<file path="src/rtl/msrv32_dm_store_buffer.sv">
// Posted-write buffer between the msrv32 store unit and the AHB-lite data bus.
// Queues up to DEPTH masked word writes and retires them as non-pipelined AHB writes.
module msrv32_dm_store_buffer #(
  parameter int unsigned DEPTH = 2
) (
  input  logic        ms_riscv32_mp_clk_in,
  input  logic        ms_riscv32_mp_rst_in,
  input  logic        st_wr_req_in,
  input  logic [31:0] st_addr_in,
  input  logic [31:0] st_data_in,
  input  logic [3:0]  st_mask_in,
  output logic        st_ready_out,
  output logic        buf_empty_out,
  output logic [31:0] haddr_out,
  output logic [1:0]  htrans_out,
  output logic        hwrite_out,
  output logic [2:0]  hsize_out,
  output logic [31:0] hwdata_out,
  output logic [3:0]  hwstrb_out,
  input  logic        hready_in,
  input  logic        hresp_in,
  output logic        err_out,
  output logic [31:0] err_addr_out
);

  localparam int unsigned AW = $clog2(DEPTH);
  localparam int unsigned PW = AW + 1;
  localparam logic [PW-1:0] PTR_ONE = PW'(1);

  typedef enum logic [1:0] {
    S_IDLE = 2'd0,
    S_ADDR = 2'd1,
    S_DATA = 2'd2
  } state_t;

  typedef struct packed {
    logic [29:0] addr;
    logic [31:0] data;
    logic [3:0]  mask;
  } entry_t;

  state_t          state_q, state_d;
  logic [PW-1:0]   wr_ptr_q, wr_ptr_d;
  logic [PW-1:0]   rd_ptr_q, rd_ptr_d;
  entry_t          fifo_q [DEPTH];
  entry_t          fifo_d [DEPTH];
  logic            alive_q, alive_d;
  logic [31:0]     hwdata_q, hwdata_d;
  logic [3:0]      hwstrb_q, hwstrb_d;
  logic            err_q, err_d;
  logic [31:0]     err_addr_q, err_addr_d;

  logic            full;
  logic            empty;
  logic            push;
  logic            pop;
  entry_t          head;
  logic [1:0]      head_lsb;
  logic [2:0]      head_size;
  logic [31:0]     head_haddr;
  logic            unused_addr_lsb;

  always_comb unused_addr_lsb = ^st_addr_in[1:0];

  always_comb begin
    empty = (wr_ptr_q == rd_ptr_q);
    full  = (wr_ptr_q[PW-1] != rd_ptr_q[PW-1]) &&
            (wr_ptr_q[AW-1:0] == rd_ptr_q[AW-1:0]);
    // alive_q keeps ready low for the whole reset window, even after pointers clear
    st_ready_out = alive_q && !full;
    push  = st_wr_req_in && st_ready_out && (st_mask_in != 4'b0000);
    pop   = (state_q == S_DATA) && hready_in;
    head  = fifo_q[rd_ptr_q[AW-1:0]];
    buf_empty_out = empty && (state_q == S_IDLE);
  end

  // Transfer size and low address bits derived from the head byte mask
  always_comb begin
    head_lsb  = 2'd0;
    head_size = 3'b010;
    case (head.mask)
      4'b0001: begin head_lsb = 2'd0; head_size = 3'b000; end
      4'b0010: begin head_lsb = 2'd1; head_size = 3'b000; end
      4'b0100: begin head_lsb = 2'd2; head_size = 3'b000; end
      4'b1000: begin head_lsb = 2'd3; head_size = 3'b000; end
      4'b0011: begin head_lsb = 2'd0; head_size = 3'b001; end
      4'b1100: begin head_lsb = 2'd2; head_size = 3'b001; end
      default: ;
    endcase
    head_haddr = {head.addr, head_lsb};
  end

  always_comb begin
    wr_ptr_d   = wr_ptr_q + (push ? PTR_ONE : '0);
    rd_ptr_d   = rd_ptr_q + (pop  ? PTR_ONE : '0);
    alive_d    = 1'b1;
    fifo_d     = fifo_q;
    if (push) begin
      fifo_d[wr_ptr_q[AW-1:0]] = '{addr: st_addr_in[31:2], data: st_data_in, mask: st_mask_in};
    end
    hwdata_d   = hwdata_q;
    hwstrb_d   = hwstrb_q;
    if ((state_q == S_ADDR) && hready_in) begin
      hwdata_d = head.data;
      hwstrb_d = head.mask;
    end
    err_d      = err_q;
    err_addr_d = err_addr_q;
    if ((state_q == S_DATA) && hresp_in) begin
      err_d = 1'b1;
      if (!err_q) err_addr_d = head_haddr;
    end
  end

  always_comb begin
    state_d = state_q;
    case (state_q)
      S_IDLE: if (!empty) state_d = S_ADDR;
      S_ADDR: if (hready_in) state_d = S_DATA;
      // Post-pop occupancy (including a same-cycle push) decides whether to start another address phase
      S_DATA: if (hready_in) state_d = (wr_ptr_d != rd_ptr_d) ? S_ADDR : S_IDLE;
      default: state_d = S_IDLE;
    endcase
  end

  always_comb begin
    htrans_out = 2'b00;
    hwrite_out = 1'b0;
    haddr_out  = '0;
    hsize_out  = 3'b000;
    case (state_q)
      S_ADDR: begin
        htrans_out = 2'b10;
        hwrite_out = 1'b1;
        haddr_out  = head_haddr;
        hsize_out  = head_size;
      end
      S_DATA: begin
        haddr_out  = head_haddr;
        hsize_out  = head_size;
      end
      default: ;
    endcase
    hwdata_out   = hwdata_q;
    hwstrb_out   = hwstrb_q;
    err_out      = err_q;
    err_addr_out = err_addr_q;
  end

  always_ff @(posedge ms_riscv32_mp_clk_in) begin
    if (!ms_riscv32_mp_rst_in) begin
      state_q    <= S_IDLE;
      wr_ptr_q   <= '0;
      rd_ptr_q   <= '0;
      alive_q    <= 1'b0;
      hwdata_q   <= '0;
      hwstrb_q   <= '0;
      err_q      <= 1'b0;
      err_addr_q <= '0;
    end else begin
      state_q    <= state_d;
      wr_ptr_q   <= wr_ptr_d;
      rd_ptr_q   <= rd_ptr_d;
      alive_q    <= alive_d;
      hwdata_q   <= hwdata_d;
      hwstrb_q   <= hwstrb_d;
      err_q      <= err_d;
      err_addr_q <= err_addr_d;
    end
  end

  always_ff @(posedge ms_riscv32_mp_clk_in) begin
    fifo_q <= fifo_d;
  end

endmodule

</file>
<file path="config.mk">
export PLATFORM = sky130hd
export DESIGN_NAME = msrv32_dm_store_buffer
export DESIGN_NICKNAME = d
export VERILOG_FILES = /design/src/rtl/msrv32_dm_store_buffer.sv
export SDC_FILE = /design/constraint.sdc
export NUM_CORES = 1
export LEC_CHECK = 0
export BUFFER_PORTS_ARGS = -buffer_cell sky130_fd_sc_hd__buf_2
export CAP_MARGIN = 10
export CORE_UTILIZATION = 40
export DETAILED_ROUTE_END_ITERATION = 8
export GPL_TIMING_DRIVEN = 1
export PLACE_DENSITY = 0.62
export SETUP_SLACK_MARGIN = 0.5
export SYNTH_ARGS = -nofsm -noshare
export SYNTH_HDL_FRONTEND = slang
export SYNTH_SLANG_ARGS = --single-unit
</file>
<file path="constraint.sdc">
create_clock -name ms_riscv32_mp_clk_in -period 7.4 [get_ports ms_riscv32_mp_clk_in]
set_input_delay 0.74 -clock ms_riscv32_mp_clk_in [delete_from_list [all_inputs] [get_ports ms_riscv32_mp_clk_in]]
set_output_delay 0.74 -clock ms_riscv32_mp_clk_in [all_outputs]
set_load 0.01 [all_outputs]
</file>
==> impl_metrics.prom <==
# TYPE chip_impl_metric gauge
chip_impl_metric{name="ys_warn_count",unit=""} 0
chip_impl_metric{name="cell_depth_of_the_worst_hold_path",unit=""} 1
chip_impl_metric{name="worst_ep_arrival_time",unit="ns"} 2.85
chip_impl_metric{name="fin_nets",unit=""} 793
chip_impl_metric{name="setup_viol",unit=""} 0
chip_impl_info{name="tritoncts",value="yes"} 1
chip_impl_metric{name="place.port_buffers",unit=""} 177
chip_impl_metric{name="synth.avg_cell_area",unit="um^2"} 14.7
chip_impl_metric{name="fp-row-count",unit=""} 51
chip_impl_info{name="status",value="completed"} 1
chip_impl_info{name="cts_root_buf",value="clkbuf_16"} 1
chip_impl_metric{name="met1Wirelength",unit="um"} 6930
chip_impl_info{name="most-common-layout-cells",value="buf_2, edfxtp_1, dfxtp_1"} 1
chip_impl_metric{name="synth-edff-count",unit=""} 132
chip_impl_info{name="reg2reg_from",value="rd_ptr_q[0]"} 1
chip_impl_metric{name="detail-route-antenna-nets",unit=""} 0
chip_impl_metric{name="drive_gt1_share",unit="%"} 31.0
chip_impl_info{name="setup.worst_path.end_class",value="primary output"} 1
chip_impl_metric{name="yosysUniqueCellTypes",unit=""} 37
chip_impl_metric{name="synth.cell_area",unit="um^2"} 7970
chip_impl_metric{name="clk_path_buf_depth",unit=""} 3
chip_impl_metric{name="postSynthCellCount",unit=""} 543
chip_impl_metric{name="synth_compound_gate_area_share",unit="%"} 9.85
chip_impl_metric{name="vias",unit=""} 4842
chip_impl_metric{name="ys_seq_area_share",unit="%"} 68.8
chip_impl_metric{name="worst_slew_margin_rel",unit="%"} 31.2
chip_impl_metric{name="maximum_number_of_pins_on_one_net_before_global_route_repair",unit=""} 78
chip_impl_info{name="worstReg2RegEnd",value="state_q[0]"} 1
chip_impl_metric{name="clock_insertion_delay_worst_skew",unit="ns"} 0.51
chip_impl_metric{name="required",unit="ns"} 6.66
chip_impl_metric{name="place.detailed.hpwl",unit="um"} 10300
chip_impl_info{name="timing.hold.worst_endpoint",value="fifo_q[52]"} 1
chip_impl_metric{name="clock_power_share",unit="%"} 38.6
chip_impl_metric{name="swShare",unit="%"} 24.8
chip_impl_metric{name="reg_to_reg_slack_setup",unit="ns"} 4.31
chip_impl_metric{name="finalWorstPathRequiredPeriod",unit="ns"} 3.59
chip_impl_metric{name="number_of_global_route_vias_before_repair",unit=""} 4900
chip_impl_info{name="synth_flop_cell",value="edfxtp_1"} 1
chip_impl_info{name="routed.top_layer",value="met5"} 1
chip_impl_metric{name="floorplan.io_pins",unit=""} 182
chip_impl_metric{name="critical_path_peak_fanout",unit=""} 43
chip_impl_metric{name="cts-resized-gates",unit=""} 0
chip_impl_metric{name="slew_violations",unit=""} 0
chip_impl_metric{name="maxCapViolCount",unit=""} 0
chip_impl_metric{name="synth_simple_gate_area_share",unit="%"} 7.84
chip_impl_metric{name="tritoncts.num_buffers",unit=""} 23
chip_impl_metric{name="pwr-share-seq",unit="%"} 46.0
chip_impl_metric{name="layout_stage_area_growth_over_the_synthesis_result",unit="%"} 23.1
chip_impl_metric{name="max-vdd-ir-drop",unit="V"} 0.000193
chip_impl_metric{name="max_clock_freq",unit="MHz"} 279
chip_impl_metric{name="finalHoldViolations",unit=""} 0
chip_impl_metric{name="post-cts-setup-buffers",unit=""} 0
chip_impl_metric{name="floorplan.initialDensity",unit="%"} 40.9
chip_impl_metric{name="leakage",unit="uW"} 0.00451
chip_impl_metric{name="total_global_routing_overflow",unit=""} 0
chip_impl_metric{name="ys_ff_latch",unit=""} 208
chip_impl_metric{name="grt_pass1_wl",unit="um"} 25600
chip_impl_metric{name="routed_wl",unit="um"} 16400
chip_impl_metric{name="synthXorXnorAreaFrac",unit="%"} 1.30
chip_impl_metric{name="dieArea",unit="um^2"} 20500
chip_impl_metric{name="hold_buffers",unit=""} 0
chip_impl_info{name="start_kind",value="flop"} 1
chip_impl_metric{name="routabilityCongestion",unit=""} 0.773
chip_impl_metric{name="drc_errors",unit=""} 0
chip_impl_metric{name="cts.sinks",unit=""} 208
chip_impl_metric{name="clock-skew-final",unit="ns"} 0.00871
chip_impl_info{name="worstSetupPathType",value="flop to primary output"} 1
chip_impl_metric{name="timing.final.crit_share",unit="%"} 48.4
chip_impl_metric{name="post_synth_fa_ha_maj_area_fraction",unit="%"} 1.10
chip_impl_metric{name="power-per-cell-area",unit="nW/um^2"} 301
chip_impl_metric{name="muxShareOfSynthArea",unit="%"} 8.04
chip_impl_metric{name="floorplan.die.height",unit="um"} 143
chip_impl_metric{name="netSwitchingPower",unit="uW"} 732
chip_impl_metric{name="fin_util",unit="%"} 50.4
chip_impl_info{name="holdCritStartpoint",value="st_addr_in[18]"} 1
chip_impl_metric{name="dr_wl_met3",unit="um"} 1150
chip_impl_metric{name="clkTransAtPathRegs",unit="ns"} 0.06
chip_impl_metric{name="tns",unit="ns"} 0
chip_impl_info{name="setup_repair_after_global_routing_missed_its_margin",value="false"} 1
chip_impl_metric{name="power_frac_comb",unit="%"} 15.3
chip_impl_metric{name="synth-async-reset-ratio",unit="%"} 0
chip_impl_metric{name="gr-usage-all-layers",unit="%"} 16.1
chip_impl_info{name="final_common_cell",value="buf_2"} 1
chip_impl_metric{name="timing.reg2reg.worst_path_depth",unit=""} 8
chip_impl_metric{name="power.internal",unit="uW"} 2210
chip_impl_metric{name="fp.coreArea",unit="um^2"} 19500
chip_impl_metric{name="die-width",unit="um"} 143
chip_impl_metric{name="max_slew.worst_pin.slew",unit="ns"} 1.03
chip_impl_metric{name="routed_wire_length_per_instance",unit="um"} 16.5
chip_impl_info{name="holdCritPathClass",value="input port to flop"} 1
chip_impl_metric{name="wl_met2",unit="um"} 7940
chip_impl_metric{name="detail_route.vias_per_cell",unit=""} 4.87
chip_impl_metric{name="drt_iter0_markers",unit=""} 165
chip_impl_metric{name="antenna_violations_before_repair",unit=""} 3
chip_impl_metric{name="drt-pass1-iter-count",unit=""} 4
chip_impl_metric{name="number_of_h_tree_levels",unit=""} 1
chip_impl_info{name="synth_top_family_by_area",value="compound AO/OA/AOI/OAI gates"} 1
-- through the flow --
stage / area [um^2] / total power (uW) / instances / hold slack, ns / setup WS [ns]
2_1_floorplan: 7970 / 1660 / 544 / 0.484 / 3.63
3_3_place_gp: 9030 / 1830 / 953 / 0.470 / 4.26
4_1_cts: 9800 / 2990 / 994 / 0.401 / 3.71
6_report: 9810 / 2950 / 995 / 0.419 / 3.81
3_5_place_dp: 9030 / 1840 / 953 / 0.481 / 4.20
5_1_grt: 9800 / 3080 / 994 / 0.397 / 3.58
-- cells in the mapped netlist (all sizes together) (4+ instances only) --
| cell type | number | share of area [%] |
|---|---|---|
| edfxtp | 132 | 50 |
| dfxtp | 76 | 19 |
| nand2 | 69 | 3.3 |
| o211a | 67 | 8.4 |
| mux2i | 64 | 8.0 |
| nor2b | 36 | 2.8 |
| buf | 22 | 2.1 |
| clkbuf | 15 | 0.71 |
| and2 | 7 | 0.55 |
| ha | 7 | 1.1 |
| xor2 | 6 | 0.75 |
| a21oi | 5 | 0.41 |
| nor2 | 5 | 0.27 |
| xnor2 | 5 | 0.55 |
| inv | 4 | 0.19 |
| nor3 | 4 | 0.31 |
-- cells by family (layout without fill, tap and decap cells) --
group / count (synthesis) / count (layout)
DFF: 208 / 208
xor gates and xnor gates: 11 / 11
other: 1 / 3
AOI/OAI and AO/OA: 83 / 83
muxes: 64 / 64
and+or+nand+nor: 128 / 128
adders and majority gates: 7 / 7
buffers and inverters: 41 / 226
-- power groups by stage --
stage	clock [uW]	sequential [uW]	combinational, uW
2_1_floorplan	0	1390	263
3_3_place_gp	0	1380	449
3_5_place_dp	0	1380	460
4_1_cts	1170	1360	462
5_1_grt	1210	1370	500
6_report	1140	1360	452
-- flip-flops by register name, summed over array words and instances (netlist names) --
name,count
rd_ptr_q,2
err_out,1
hwdata_out,32
fifo_q,132
alive_q,1
hwstrb_out,4
err_addr_out,32
state_q,2
wr_ptr_q,2
-- worst max path at each step --
stage,startpoint,to,slack (ns),depth (start not counted)
6_report,rd_ptr_q[0],hsize_out[1],3.81,6
5_1_grt,rd_ptr_q[0],hsize_out[1],3.58,6
4_1_cts,rd_ptr_q[0],hsize_out[1],3.71,6
3_5_place_dp,rd_ptr_q[0],state_q[0],4.20,8
3_3_place_gp,rd_ptr_q[0],state_q[0],4.26,8
2_1_floorplan,rd_ptr_q[0],state_q[0],3.63,10
-- per-layer routing --
metal	GRT usage, %	up-vias
li1	-	2332
met3	4.36	34
met4	5.49	4
met2	27.9	142
met1	19.3	2330
met5	0	-
-- area by class of cell --
cell class	count	area, um^2
Timing Repair Buffer	181	916
Clock buffer	33	673
Antenna cell	1	2.50
Sequential cell	208	5490
Multi-Input combinational cell	295	2280
Tap cell	265	332
Clock inverter	8	98.8
Inverter	4	15.0
Fill cell	1702	9660
-- critical path, cell delays in order (launching register included) --
cell	delay (ns)
dfxtp_4	0.79
buf_4	0.67
nor3_1	0.15
a21oi_2	0.27
xnor2_1	0.16
and2_1	0.14
buf_2	0.13
(Power assumes the default switching activity.)
